**src/rtl/conv_feature_streamer.sv**
```systemverilog
// -----------------------------------------------------------------------------
// conv_feature_streamer
//
// Raster-order feature-map feeder for the PIM convolution engine. The block
// takes one pixel per channel per accepted beat and keeps KERNEL_SIZE-1 line
// buffers per channel. For each accepted pixel it emits a KERNEL_SIZE-tall
// column slice per channel: slot 0 is the oldest row and slot KERNEL_SIZE-1 is
// the current row. A slice is flagged as completing a window once both the row
// and the column have reached KERNEL_SIZE-1.
//
// Optional build macro:
//   CONV_STREAMER_ZERO_PAD_EN  slots whose source row lies before the start
//                              of the frame read as zero. Without it they
//                              carry raw line-buffer contents, which can be
//                              previous-frame rows, or X after power-up.
//
// Ports:
//   clk           rising-edge clock
//   rst           asynchronous active-high reset
//   start         begin a frame (only honoured in IDLE)
//   in_valid      pixel present on in_pixel
//   in_ready      pixel accepted when in_valid && in_ready
//                 (combinational from sink_ready)
//   in_pixel      channel c at [c*BIT_WIDTH +: BIT_WIDTH]
//   sink_ready    downstream can take a slice this cycle
//   feature_out   column slice; channel c, slot k at
//                 [(c*KERNEL_SIZE+k)*BIT_WIDTH +: BIT_WIDTH]
//   en            one-cycle latch strobe, feature_out valid
//   window_valid  slice completes a full KERNEL_SIZE x KERNEL_SIZE window
//   frame_done    one-cycle end-of-frame pulse (DONE state)
//
// Handshake: a pixel transfers on a rising edge where in_valid and in_ready
// are both high. in_ready never depends on in_valid. The slice for that pixel
// is registered on the same edge and appears with en one cycle later.
// -----------------------------------------------------------------------------
module conv_feature_streamer #(
    parameter int BIT_WIDTH   = 8,
    parameter int KERNEL_SIZE = 5,
    parameter int CHANNEL     = 4,
    parameter int IMG_WIDTH   = 16,
    parameter int IMG_HEIGHT  = 16
) (
    input  logic                                   clk,
    input  logic                                   rst,
    input  logic                                   start,
    input  logic                                   in_valid,
    output logic                                   in_ready,
    input  logic [BIT_WIDTH*CHANNEL-1:0]           in_pixel,
    input  logic                                   sink_ready,
    output logic [BIT_WIDTH*KERNEL_SIZE*CHANNEL-1:0] feature_out,
    output logic                                   en,
    output logic                                   window_valid,
    output logic                                   frame_done
);

    localparam int LB_ROWS = KERNEL_SIZE - 1;
    localparam int COL_W   = (IMG_WIDTH  > 1) ? $clog2(IMG_WIDTH)  : 1;
    localparam int ROW_W   = (IMG_HEIGHT > 1) ? $clog2(IMG_HEIGHT) : 1;
    localparam int SLICE_W = BIT_WIDTH * KERNEL_SIZE * CHANNEL;

    localparam logic [COL_W-1:0] COL_LAST = COL_W'(IMG_WIDTH - 1);
    localparam logic [ROW_W-1:0] ROW_LAST = ROW_W'(IMG_HEIGHT - 1);
    localparam logic [COL_W-1:0] COL_WIN  = COL_W'(KERNEL_SIZE - 1);
    localparam logic [ROW_W-1:0] ROW_WIN  = ROW_W'(KERNEL_SIZE - 1);

    typedef enum logic [1:0] {
        IDLE = 2'd0,
        RUN  = 2'd1,
        DONE = 2'd2
    } state_t;

    // state is kept as a named register so checkers can bind to it directly.
    state_t state;
    state_t state_next;

    logic [COL_W-1:0] col;
    logic [ROW_W-1:0] row;

    logic accept;
    logic last_pixel;
    logic win_now;

    logic [SLICE_W-1:0]   slice_next;
    logic [BIT_WIDTH-1:0] slot;

    // Line buffers are deliberately not reset; contents survive across frames.
    logic [BIT_WIDTH-1:0] lb [CHANNEL][LB_ROWS][IMG_WIDTH];

    assign in_ready   = (state == RUN) && sink_ready;
    assign accept     = in_valid && in_ready;
    assign last_pixel = (row == ROW_LAST) && (col == COL_LAST);
    assign win_now    = (row >= ROW_WIN) && (col >= COL_WIN);
    assign frame_done = (state == DONE);

    // ---------------------------------------------------------------- FSM
    always_ff @(posedge clk or posedge rst) begin
        if (rst) begin
            state <= IDLE;
        end else begin
            state <= state_next;
        end
    end

    always_comb begin
        state_next = state;
        case (state)
            IDLE: begin
                if (start) begin
                    state_next = RUN;
                end
            end
            RUN: begin
                if (accept && last_pixel) begin
                    state_next = DONE;
                end
            end
            DONE: begin
                state_next = IDLE;
            end
            default: begin
                state_next = IDLE;
            end
        endcase
    end

    // ---------------------------------------------------------- counters
    always_ff @(posedge clk or posedge rst) begin
        if (rst) begin
            col <= '0;
            row <= '0;
        end else if ((state == IDLE) && start) begin
            col <= '0;
            row <= '0;
        end else if (accept) begin
            if (col == COL_LAST) begin
                col <= '0;
                row <= (row == ROW_LAST) ? '0 : row + 1'b1;
            end else begin
                col <= col + 1'b1;
            end
        end
    end

    // ------------------------------------------------------ line buffers
    // Column x shifts up one row on every accept at x: the oldest row drops
    // out of lb[0] and the incoming pixel lands in lb[LB_ROWS-1].
    always_ff @(posedge clk) begin
        if (accept) begin
            for (int c = 0; c < CHANNEL; c++) begin
                for (int k = 0; k < LB_ROWS - 1; k++) begin
                    lb[c][k][col] <= lb[c][k+1][col];
                end
                lb[c][LB_ROWS-1][col] <= in_pixel[c*BIT_WIDTH +: BIT_WIDTH];
            end
        end
    end

    // ------------------------------------------------- slice composition
    // Slots read the pre-shift buffer values, so slot k holds row
    // (row - (KERNEL_SIZE-1) + k) of the current column.
    always_comb begin
        slice_next = '0;
        slot       = '0;
        for (int c = 0; c < CHANNEL; c++) begin
            for (int k = 0; k < LB_ROWS; k++) begin
                slot = lb[c][k][col];
`ifdef CONV_STREAMER_ZERO_PAD_EN
                // Source row precedes the frame start.
                if (int'(row) < KERNEL_SIZE - 1 - k) begin
                    slot = '0;
                end
`endif
                slice_next[(c*KERNEL_SIZE+k)*BIT_WIDTH +: BIT_WIDTH] = slot;
            end
            slice_next[(c*KERNEL_SIZE+KERNEL_SIZE-1)*BIT_WIDTH +: BIT_WIDTH] =
                in_pixel[c*BIT_WIDTH +: BIT_WIDTH];
        end
    end

    // ---------------------------------------------------- output register
    // feature_out holds its last value through cycles without an accept.
    always_ff @(posedge clk or posedge rst) begin
        if (rst) begin
            feature_out  <= '0;
            en           <= 1'b0;
            window_valid <= 1'b0;
        end else begin
            en           <= accept;
            window_valid <= accept && win_now;
            if (accept) begin
                feature_out <= slice_next;
            end
        end
    end

endmodule

```
**config.mk**
```make
export PLATFORM = sky130hd
export DESIGN_NAME = conv_feature_streamer
export DESIGN_NICKNAME = d
export VERILOG_FILES = /design/src/rtl/conv_feature_streamer.sv
export SDC_FILE = /design/constraint.sdc
export NUM_CORES = 2
export LEC_CHECK = 0
export CORE_UTILIZATION = 35
export CTS_BUF_LIST = sky130_fd_sc_hd__clkbuf_16
export DETAILED_ROUTE_END_ITERATION = 8
export PLACE_DENSITY = 0.56
export SYNTH_ARGS = -nofsm -noshare
export SYNTH_HDL_FRONTEND = slang
export SYNTH_SLANG_ARGS = --single-unit
export TNS_END_PERCENT = 100
```
**constraint.sdc**
```tcl
create_clock -name clk -period 32.4 [get_ports clk]
set_clock_uncertainty 0.15 [all_clocks]
set_input_delay 3.24 -clock clk [delete_from_list [all_inputs] [get_ports clk]]
set_output_delay 3.24 -clock clk [all_outputs]
set_load 0.01 [all_outputs]
```
==> results by group <==
Drt
  • DRT Pass-1 Iters: 5
  • Vias/cell: 5.238
  • DRC: 0
  • Routed wire per std cell: 27.38 µm
  • Detailed Route WL: 209800 µm
  • Post-route ant nets: 0
  • Via count: 40.13k
  • Detailed router's first-iteration violation count: 3615

Yosys
  • Ys async rst share: 0.07748
  • Syn Nets: 3978
  • Register area share after synthesis: 0.7761
  • Ys Warns: 0
  • Number of synthesized flops with an enable pin: 2048
  • Count of cell types in the netlist: 41
  • Mean Syn Cell Area: 21.54 µm²
  • Mapped Cells: 3936
  • Cell Area, Synth: 84790 µm²
  • Synthesized flop and latch total: 2220
  • Top FF cell, synth: edfxtp_1

STA
  • Slew @ Worst Pin: 1.361 ns
  • Setup TNS: 0 ns
  • Final setup fails: 0
  • Slew HR: 0.08642
  • Final min period: 7.791 ns
  • RSZ-0062 raised after global routing: no
  • Final Max Slew Viols: 0
  • Final Hold Vio Count: 0
  • Setup WS post-layout: 24.61 ns
  • F_max: 128.3 MHz
  • Final period util: 0.2405

Floorplanning
  • Die Span X: 494.2 µm
  • Core area: 240800 µm²
  • Die area: 244200 µm²
  • Die height: 494.2 µm
  • IO Pins: 201
  • Initial Util: 0.3522
  • Site row count: 180

Worst setup path
  • Crit path max fanout: 2
  • CP startpoint: sink_ready
  • WP data required: 29.01 ns
  • Worst Path Arrival: 4.40 ns
  • Worst r2r dst: lb[3][263]
  • Worst setup endpoint: in_ready
  • R2r setup slk: 26.54 ns
  • R2R depth: 8
  • CP Launch Type: input pin
  • Setup crit end kind: output port
  • Crit Reg-Reg Startpoint: col[1]
  • Critical path class: in -> out

Finish
  • Area grow syn2layout: 15.68%
  • # nets final: 4318
  • Layout cell share with drive strength beyond 1: 0.2478

Clock network
  • CTS buffer count: 221
  • CTS tree: yes
  • Resized cells post-CTS: 0
  • H-tree lvl count: 4
  • Clk sinks: 2220
  • Clk buf depth: 3
  • CTS root buf: clkbuf_16
  • Skew-Pair Late Insertion Delay: 0.88 ns
  • Cts hold-fix bufs: 0
  • # Post-CTS Setup Buffers: 0
  • Reg clk slew, reported paths: 0.06 ns

GRT
  • GRT Residual Overflow: 0
  • Total GRT Usage: 0.1723
  • First-pass GRT wire length: 304500 µm
  • Via count of the first global-routing pass: 42.24k
  • Largest net degree at the start of global routing: 143
  • Antenna violations before repair: 5

Placed design
  • Pre-CTS WS: 24.45 ns
  • Final HPWL DP: 107900 µm
  • GPL Wtd Cong: 0.7145
  • I/O Buffers: 200

Status
  • Status: complete, no violations

Run
  • Max_cap viols: 0

Pwr
  • Peak supply drop: 0.1078 mV
  • Power Dens Cells: 91.31 nW/µm²
  • Pleak: 0.03150 µW

Min path
  • Min-Delay Startpoint: feature_out[116]
  • Worst hold path class: reg -> reg
==> per-stage QoR <==
stage,instances,utilization,hold slack (ns),total power (µW),instance area [µm²]
floorplan,3936,-,0.3583,5555,84790
global placement,7238,0.3779,0.3111,6526,90980
detailed placement,7238,0.3779,0.3126,6583,90980
CTS,7657,0.4074,0.3281,9073,98070
global route,7658,0.4074,0.3511,9337,98080
finish,7660,0.4074,0.3261,8956,98080
==> synth_stat cells (2+ instances only) <==
library cell	number	area share
a221oi_1	2	0.00021
nand2b_1	4	0.00030
ha_1	5	0.00074
o21ai_0	111	0.0066
clkbuf_1	96	0.0042
buf_2	69	0.0041
buf_6	22	0.0029
nand3_1	99	0.0058
a22o_1	2	0.00021
nor2b_1	3	0.00022
buf_1	22	0.00097
a22oi_1	22	0.0019
nor3_1	4	0.00024
nand2_1	313	0.014
inv_1	4	0.00018
a221o_1	2	0.00024
edfxtp_1	2048	0.73
mux2_2	120	0.016
xor2_1	2	0.00021
o21bai_1	2	0.00018
and2_1	2	0.00015
mux2i_1	130	0.015
buf_4	17	0.0015
o211ai_1	96	0.0085
o221ai_1	5	0.00052
o21ai_1	12	0.00071
nor2_1	20	0.00089
a21oi_1	7	0.00041
dfrtp_1	172	0.051
mux4_2	512	0.14
==> sequential cells by signal, indices dropped and copies added (netlist names) <==
signal        cells
state             2
window_valid      1
col               4
row               4
lb             2048
en                1
feature_out     160
==> layout make-up <==
| cell class | instances | area, µm² |
|---|---|---|
| well taps | 3185 | 3985 |
| multi-input cells | 1484 | 17940 |
| clock buffers | 222 | 5555 |
| diodes | 3 | 7.507 |
| clock inverters | 197 | 1536 |
| repair buffers | 343 | 3188 |
| fillers | 21000 | 142700 |
| flip-flops and latches | 2220 | 65810 |
| inverters | 6 | 52.55 |
==> power breakdown <==
group	switching, µW	internal (µW)	total [µW]
combinational	1450	985	2440
sequential	180	3850	4030
clock	1090	1400	2490
==> worst max-delay path: stages <==
cell and delay (ns):
clkdlybuf4s50_1 0.48, inv_1 0.05, nor2_1 0.09, clkdlybuf4s50_1 0.54
==> cells in the final DEF, fill, tap and decap left out, drive strengths merged, types with 99 or more instances in the layout <==
cell type      Yosys  layout
edfxtp          2048    2048
mux4             512     512
nand2            313     313
clkbuf            96     222
clkdlybuf4s50      0     200
dfrtp            172     172
buf              130     143
mux2i            130     130
o21ai            123     123
mux2             120     120
nand3             99      99
==> logic make-up after synthesis <==
group / count (synthesis) / share of synthesized area
flops: 2220 / 0.7761
mux: 762 / 0.1673
simple gates: 450 / 0.02193
compound gates: 265 / 0.01979
buf+inv: 232 / 0.01399
fa+ha+maj: 5 / 0.0007378
xor+xnor: 2 / 0.0002066
==> worst min-delay path by stage <==
| stage | end | slack, ns | depth (start not counted) |
|---|---|---|---|
| after floorplan | row[3] | 0.36 | 1 |
| after global placement | feature_out[116] | 0.31 | 2 |
| after detailed placement | feature_out[116] | 0.31 | 2 |
| after CTS | feature_out[116] | 0.33 | 2 |
| after global routing | feature_out[116] | 0.35 | 2 |
| final | feature_out[116] | 0.33 | 2 |
==> layer usage <==
layer	part of all wire	GRT usage	routed length, µm	vias to the layer above
li1	-	-	-	16970
met1	0.45	0.2463	95110	21840
met2	0.48	0.2776	100000	1056
met3	0.050	0.02515	10500	252
met4	0.020	0.04241	4126	2
met5	0.000062	0	13	-
(Power assumes the default switching activity.)
